$ cat src/rtl/serial_sub_pkg.sv
// rtl/serial_sub_pkg.sv - shared types and constants for the bit-serial subtractor
package serial_sub_pkg;

  typedef enum logic {
    IDLE = 1'b0,
    RUN  = 1'b1
  } sub_state_t;

  localparam int SUB_WIDTH = 4;

  function automatic int sub_cnt_w(input int w);
    return $clog2(w);
  endfunction

  localparam int SUB_CNT_W = sub_cnt_w(SUB_WIDTH);

endpackage

$ cat src/rtl/full_sub_cell.sv
// rtl/full_sub_cell.sv - combinational one-bit full subtractor
module full_sub_cell (
  input  logic i_ai,
  input  logic i_bi,
  input  logic i_br,
  output logic o_di,
  output logic o_br_next
);

  assign o_di      = i_ai ^ i_bi ^ i_br;
  assign o_br_next = (~i_ai & i_bi) | (~(i_ai ^ i_bi) & i_br);

endmodule

$ cat src/rtl/serial_subtractor.sv
// rtl/serial_subtractor.sv - bit-serial a - b - bin, LSB first, one bit per clock
// Optional signed overflow output enabled by SUB_OVF_EN.
module serial_subtractor
  import serial_sub_pkg::*;
#(
  parameter int WIDTH = SUB_WIDTH
) (
  input  logic             i_clk,
  input  logic             i_rst_n,
  input  logic             i_start,
  input  logic [WIDTH-1:0] i_a,
  input  logic [WIDTH-1:0] i_b,
  input  logic             i_bin,
  output logic [WIDTH-1:0] o_d,
  output logic             o_bout,
  output logic             o_busy,
  output logic             o_done
`ifdef SUB_OVF_EN
  ,
  output logic             o_ovf
`endif
);

  localparam int CW = sub_cnt_w(WIDTH);
  localparam logic [CW-1:0] LAST_BIT = CW'(WIDTH - 1);

  sub_state_t       r_state;
  sub_state_t       w_state_next;
  logic             w_load;
  logic             w_last;
  logic [WIDTH-1:0] r_a;
  logic [WIDTH-1:0] r_b;
  logic [WIDTH-2:0] r_res;
  logic [CW-1:0]    r_cnt;
  logic             r_br;
  logic [WIDTH-1:0] r_d;
  logic             r_bout;
  logic             r_busy;
  logic             r_done;
  logic             w_di;
  logic             w_br_next;
  logic [WIDTH-1:0] w_res_next;

  full_sub_cell u_cell (
    .i_ai      (r_a[0]),
    .i_bi      (r_b[0]),
    .i_br      (r_br),
    .o_di      (w_di),
    .o_br_next (w_br_next)
  );

  // New bit enters at the MSB so the LSB-first stream lands in place after WIDTH shifts.
  assign w_res_next = {w_di, r_res};

  always_ff @(posedge i_clk or negedge i_rst_n) begin
    if (!i_rst_n) r_state <= IDLE;
    else          r_state <= w_state_next;
  end

  always_comb begin
    w_state_next = r_state;
    w_load       = 1'b0;
    w_last       = 1'b0;
    case (r_state)
      IDLE: begin
        if (i_start) begin
          w_state_next = RUN;
          w_load       = 1'b1;
        end
      end
      RUN: begin
        if (r_cnt == LAST_BIT) begin
          w_state_next = IDLE;
          w_last       = 1'b1;
        end
      end
      default: w_state_next = IDLE;
    endcase
  end

  always_ff @(posedge i_clk or negedge i_rst_n) begin
    if (!i_rst_n) begin
      r_a    <= '0;
      r_b    <= '0;
      r_res  <= '0;
      r_cnt  <= '0;
      r_br   <= 1'b0;
      r_d    <= '0;
      r_bout <= 1'b0;
      r_busy <= 1'b0;
      r_done <= 1'b0;
    end else begin
      r_done <= w_last;
      if (w_load) begin
        r_a    <= i_a;
        r_b    <= i_b;
        r_br   <= i_bin;
        r_cnt  <= '0;
        r_busy <= 1'b1;
      end else if (r_state == RUN) begin
        r_a   <= r_a >> 1;
        r_b   <= r_b >> 1;
        r_br  <= w_br_next;
        r_res <= w_res_next[WIDTH-1:1];
        r_cnt <= w_last ? '0 : r_cnt + 1'b1;
        if (w_last) begin
          r_d    <= w_res_next;
          r_bout <= w_br_next;
          r_busy <= 1'b0;
        end
      end
    end
  end

`ifdef SUB_OVF_EN
  logic r_a_msb;
  logic r_b_msb;
  logic r_ovf;

  // The final di is the result MSB, so overflow resolves on the same edge as d.
  always_ff @(posedge i_clk or negedge i_rst_n) begin
    if (!i_rst_n) begin
      r_a_msb <= 1'b0;
      r_b_msb <= 1'b0;
      r_ovf   <= 1'b0;
    end else begin
      if (w_load) begin
        r_a_msb <= i_a[WIDTH-1];
        r_b_msb <= i_b[WIDTH-1];
      end
      if (w_last) r_ovf <= (r_a_msb ^ r_b_msb) & (w_di ^ r_a_msb);
    end
  end

  assign o_ovf = r_ovf;
`endif

  assign o_d    = r_d;
  assign o_bout = r_bout;
  assign o_busy = r_busy;
  assign o_done = r_done;

endmodule

$ cat config.mk
export PLATFORM = sky130hd
export DESIGN_NAME = serial_subtractor
export DESIGN_NICKNAME = d
export VERILOG_FILES = /design/src/rtl/serial_sub_pkg.sv /design/src/rtl/full_sub_cell.sv /design/src/rtl/serial_subtractor.sv
export SDC_FILE = /design/constraint.sdc
export NUM_CORES = 1
export LEC_CHECK = 0
export CORE_UTILIZATION = 52
export DETAILED_ROUTE_END_ITERATION = 10
export PLACE_DENSITY = 0.81
export SYNTH_ARGS = -nofsm -noshare
export SYNTH_HDL_FRONTEND = slang
export SYNTH_SLANG_ARGS = --single-unit
export TNS_END_PERCENT = 20
$ cat constraint.sdc
create_clock -name i_clk -period 3.9 [get_ports i_clk]
set_clock_uncertainty 0.2 [all_clocks]
set_input_delay 0.39 -clock i_clk [delete_from_list [all_inputs] [get_ports i_clk]]
set_output_delay 0.39 -clock i_clk [all_outputs]
set_load 0.02 [all_outputs]
==> results of run 1 <==
## area by class of cell
cell class	count	share of cell area [%]
repair buffers	18	15.5
clock buffers	4	3.13
well taps	24	2.59
flip-flops and latches	22	47.4
inverters	4	1.29
multi-input cells	43	30.1
## sequential cells by signal, indices dropped and copies added, names as in the netlist
register and cells:
r_b 4, o_busy 1, r_br 1, r_a 4, r_cnt 2, o_d 4, r_res 3, r_state 1
o_done 1, o_bout 1
## cells by family (layout without fill, tap and decap cells)
logic type / Yosys count / in the layout / share of synthesized area (%)
adders and majority gates: 2 / 2 / 3.46
DFF: 22 / 22 / 58.6
and+or+nand+nor: 12 / 12 / 5.59
buffers and inverters: 8 / 26 / 4.26
AOI/OAI and AO/OA: 12 / 12 / 7.46
muxes: 17 / 17 / 20.6
## tightest hold or removal path, cell delays in order, from the launching register on
cell     delay (ns)
dfrtp_1        0.36
nand2_1        0.05
o21ai_0        0.06
## through the flow
step	setup slack (ns)	util, %	hold WS, ns	instances	power, uW
finish	2.01	72.8	0.294	115	892
global route	1.98	72.8	0.327	115	956
CTS	2.00	72.8	0.302	115	906
detailed placement	1.92	70.6	0.273	111	785
global placement	1.95	70.6	0.262	111	766
floorplan	2.47	-	-0.106	73	664
## cell usage in the layout (no fill, tap or decap), types with 3 or more instances in the layout
master,synthesis,routed
dfrtp_1,22,22
nand2_1,6,6
clkbuf_4,0,3
mux2_2,3,3
inv_1,4,4
o21ai_0,6,6
nor2_1,5,5
mux2_4,4,4
mux2i_1,10,10
clkdlybuf4s50_1,0,18
## where the power goes
group / leakage (uW) / switching, uW / total (uW) / internal (uW)
combinational: 0.000260 / 148 / 356 / 208
clock: 0.0000210 / 64.2 / 121 / 56.9
sequential: 0.000271 / 87.0 / 415 / 328
## per-layer routing
metal | vias up | wire length (um) | GRT usage [%]
li1 | 288 | - | -
met1 | 275 | 610 | 22.3
met2 | 17 | 699 | 29.7
met3 | 4 | 38 | 2.45
met4 | 0 | 42 | 12.7
met5 | - | 0 | 0
## worst paths after layout
| path | startpoint | endpoint | cells after the start |
|---|---|---|---|
| max | o_busy$_DFFE_PN0P_ | o_busy | 1 |
| min | r_b[1]$_DFFE_PN0P_ | r_b[0]$_DFFE_PN0P_ | 2 |
| max reg2reg | r_state$_DFF_PN0_ | o_d[2]$_DFFE_PN0P_ | 2 |
| min reg2reg | r_b[1]$_DFFE_PN0P_ | r_b[0]$_DFFE_PN0P_ | 2 |
| max in group asynchronous | i_rst_n | r_b[3]$_DFFE_PN0P_ | 1 |
| min in group asynchronous | i_rst_n | o_d[1]$_DFFE_PN0P_ | 1 |
==> summary.txt, run 1 <==
Fin area: 0.00116 mm^2
Post-synth ARST share: 100%
Area delta synth->final: 23.6%
TritonRoute pass-1 iters: 4
Synth Cell Area: 940 um^2
Reg clk slew, reported paths: 0.12 ns
Bufs and invs on worst path: 1
Final setup fails: 0
Pwr Density: 768 mW/mm^2
Vias: 584
Area of the multi-input gates: 349 um^2
Crit path capture type: output port
Yosys top cell area share: 58.6%
Die area: 0.00198 mm^2
CTS buffer count: 3
Static Leak: 0.000553 uW
Top delay family on crit path: buffers and inverters
TNS Setup: 0 ns
Seq cells post-synth: 22
CP max FO: 3
Slew Limit Fails: 0
Placed Area: 0.00112 mm^2
Postcts setup bufs: 0
Slew @ Worst Pin: 0.926 ns
Hold-fix buffers at CTS: 0
Post-synth EDFFs: 0
Post-synth cell types: 17
Mapped Nets: 87
ANT cells: 0
Routed len/inst: 12.1 um
Largest area contributor in the netlist: dfrtp_1
Worst vdd ir: 0.379 mV
Final wirelength: 1390 um
DIE WIDTH: 44.5 um
Largest net degree at the start of global routing: 27
Vias in the first global route: 574
Register area: 551 um^2
Crit Path Class: flop to output port
# fillers: 115
Synth Warn #: 0
CTS tree: built
First-pass GRT wire length: 2460 um
Initial Utilization: 58.9%
Layout net count: 106
RSZ-0062 raised after global routing: no
CP max stage delay: 0.62 ns
GRT overflow: 0
Final Critical Period: 1.89 ns
Relative slew margins: 38.1%
Highest Clock Rate: 0.530 GHz
Insertion delay to the later sink of the worst-skew pair: 0.30 ns
Avg Cell Area, Syn: 12.9 um^2
Cell Rows: 14
Commonest cells in the netlist: 22 x dfrtp_1, 10 x mux2i_1, 6 x nand2_1, 6 x o21ai_0, 5 x nor2_1
Post-synthesis sequential area ratio: 58.6%
Syn Inst Count: 73
H-tree levels: 1
Final hold violation count: 0
Share of post-route cells with drive strength above 1: 13.2%
Port-buffer cells: 18
Total I/O pin count: 19
Clk root buf: clkbuf_4
Status: finished clean
Worst path cell trace: clkdlybuf4s50_1
DPL Wire Length: 1040 um
Initial DRC count: 2
Antenna Violating Nets Remaining: 0
HP Class: flop to flop
RePlAce Congestion: 0.681
Main area contributors after synthesis: dfrtp_1 59%, mux2i_1 11%, mux2_4 6.4%, mux2_2 3.6%, o21ai_0 3.2%
Maximum capacitance violations: 0
R2R Setup Slk: 2.22 ns
CTS Sinks: 22
DR DRC count: 0
Crit path arrival time: 1.30 ns
Most frequent cell after synthesis: dfrtp_1
Tcrit/Tclk final: 48.4%
Crit start category: flop
Bufs on Longest Clock Path: 2
Post-CTS Resized: 0
Core Region: 0.00159 mm^2
Die H: 44.5 um
CP max stage cell: clkdlybuf4s50_1
Tot GR Track Use: 18.2%
Initial antenna violation count: 0
Main synth FF type: dfrtp_1
Vias per cell: 5.08
Worst Path Required: 3.31 ns
Power figures use the tool's default switching activity.
==> run 2, diff against run 1 <==
Settings changed: CORE_UTILIZATION 52 to 44, PLACE_DENSITY 0.81 to 0.73.
Clock period 3.9 ns to 1.7 ns, I/O delays scaled along.
==> run 2 against run 1 <==
Effect of this change: global-route usage is 2.5 points lower; register-to-register slack lost 2.0 ns; first-iteration DRC count grew to 4.5 times the previous value; flip-flop and latch count unchanged; final area up 3.2%; via count increased by 3.4%; critical path type unchanged; largest power group unchanged.
==> summary.txt, run 2 (synthesis results as in run 1) <==
Share of post-route cells with drive strength above 1: 16.8% (was 13.2%)
Top delay family on crit path: buffers and inverters (unchanged)
Largest net degree at the start of global routing: 23 (was 27)
Sequential power share: 45.7% (was 46.5%)
HP Class: primary input to async pin (was flop to flop)
Cell Rows: 16 (was 14)
Die H: 48.2 um (was 44.5 um)
RSZ-0062 raised after global routing: no (unchanged)
Die area: 0.00232 mm^2 (was 0.00198 mm^2)
ANT cells: 0 (unchanged)
Antenna Violating Nets Remaining: 0 (unchanged)
Initial DRC count: 9 (was 2)
Most common cell after layout, fill and taps aside: dfrtp_1 (unchanged)
Crit path arrival time: 1.26 ns (was 1.30 ns)
Gate power share: 43.3% (was 39.9%)
Met3 WL: 61 um (was 38 um)
Total I/O pin count: 19 (unchanged)
CTS tree: built (unchanged)
CP max stage cell: clkdlybuf4s50_1 (unchanged)
DIE WIDTH: 48.2 um (was 44.5 um)
Final hold violation count: 0 (unchanged)
Relative slew margins: 67.2% (was 38.1%)
TritonRoute pass-1 iters: 3 (was 4)
Commonest cells after routing, fill and taps aside: 22 x dfrtp_1, 14 x clkdlybuf4s50_1, 10 x mux2i_1 (was 22 x dfrtp_1, 18 x clkdlybuf4s50_1, 10 x mux2i_1)
Pwr Density: 1690 mW/mm^2 (was 768 mW/mm^2)
CP max FO: 2 (was 3)
Port-buffer cells: 18 (unchanged)
Crit path capture type: output port (unchanged)
Worst Path Required: 1.33 ns (was 3.31 ns)
CP max stage delay: 0.60 ns (was 0.62 ns)
Maximum capacitance violations: 0 (unchanged)
Vias: 604 (was 584)
Sw Share: 34.3% (was 33.6%)
Insertion delay to the later sink of the worst-skew pair: 0.30 ns (about the same)
First-pass GRT wire length: 2460 um (unchanged)
Core Region: 0.00198 mm^2 (was 0.00159 mm^2)
Final Critical Period: 1.63 ns
Final wirelength: 1530 um (was 1390 um)
Layout net count: 111 (was 106)
CTS Sinks: 22 (unchanged)
Highest Clock Rate: 0.615 GHz
Psw: 696 uW (was 299 uW)
Bufs and invs on worst path: 1 (unchanged)
Tcrit/Tclk final: 95.7%
Worst vdd ir: 0.873 mV (was 0.379 mV)
Hold-fix buffers at CTS: 0 (unchanged)
Status: finished clean (unchanged)
WL met1: 664 um (was 610 um)
Clk root buf: clkbuf_4 (unchanged)
Power Internal: 1330 uW (was 592 uW)
H-tree levels: 1 (unchanged)
Clock power frac: 11.0% (was 13.6%)
Total chip power: 2030 uW (was 892 uW)
Initial antenna violation count: 0 (unchanged)
Initial Utilization: 47.4% (was 58.9%)
Final setup fails: 0 (unchanged)
Met2 WL: 796 um (was 699 um)
Static Leak: 0.000603 uW (was 0.000553 uW)
Crit start category: flop (unchanged)
Routed len/inst: 12.5 um (was 12.1 um)
Vias in the first global route: 571 (was 574)
Area delta synth->final: 27.6% (was 23.6%)
Reg clk slew, reported paths: 0.11 ns (was 0.12 ns)
DR DRC count: 0 (unchanged)
CTS buffer count: 3 (unchanged)
Top layer reached by signal wires: met4 (unchanged)
DPL Wire Length: 1150 um (was 1040 um)
Slew @ Worst Pin: 0.492 ns (was 0.926 ns)
GRT overflow: 0 (unchanged)
Bufs on Longest Clock Path: 2 (unchanged)
Crit Path Class: flop to output port (unchanged)
Vias per cell: 4.95 (was 5.08)
Tot GR Track Use: 15.7% (was 18.2%)
Slew Limit Fails: 0 (unchanged)
RePlAce Congestion: 0.691 (was 0.681)
TNS Setup: 0 ns (unchanged)
Worst path cell trace: clkdlybuf4s50_1 (unchanged)
==> run 2: stage by stage <==
stage | area, um^2 | hold slack (ns) | std cells | utilization (%) | worst slack (ns)
floorplan | 940 | -0.326 | 73 | - | 0.267
global placement | 1170 | 0.269 | 119 | 58.8 | 0.252
detailed placement | 1170 | 0.270 | 119 | 58.8 | 0.232
CTS | 1190 | 0.0185 | 122 | 60.0 | 0.0215
global route | 1200 | 0.0360 | 122 | 60.5 | 0.00630
finish | 1200 | 0.0102 | 122 | 60.5 | 0.0735
==> run 2: worst paths after layout <==
| kind | from | to | slack (ns) | depth (start not counted) |
|---|---|---|---|---|
| worst max-delay path | o_d[0]$_DFFE_PN0P_ | o_d[0] | 0.07 | 1 |
| worst min-delay path | i_rst_n | o_d[2]$_DFFE_PN0P_ | 0.01 | 2 |
| worst max register to register | r_a[0]$_DFFE_PN0P_ | o_d[3]$_DFFE_PN0P_ | 0.23 | 2 |
| worst min register to register | r_b[1]$_DFFE_PN0P_ | r_b[0]$_DFFE_PN0P_ | 0.29 | 2 |
| max in group asynchronous | i_rst_n | r_br$_DFFE_PN0P_ | 1.07 | 2 |
| min in group i_clk | i_a[3] | r_a[3]$_DFFE_PN0P_ | 0.27 | 3 |
==> run 2: per-layer routing <==
layer	up-vias	track usage [%]
met5	-	0
met4	0	6.67
met3	2	3.33
met2	15	26.4
met1	290	19.4
li1	297	-
==> run 2: power by group through the flow <==
stage               clock, uW  sequential [uW]  combinational, uW
floorplan                   0              965                558
global placement            0              930                879
detailed placement          0              944                899
CTS                       235              932                901
global route              254              966                981
finish                    224              928                878
==> run 2: layout make-up <==
class                   instances  area [um^2]
clock buffers                   3         22.5
repair buffers                 23          228
well taps                      27         33.8
flip-flops and latches         22          551
inverters                       4         15.0
multi-input cells              43          349
fillers                       171          783
==> run 2: what timing repair did <==
action	CTS	global route
hold endpoints to repair	0	0
setup endpoints to repair	0	4
gates resized for setup	0	4
buffers inserted	0	0
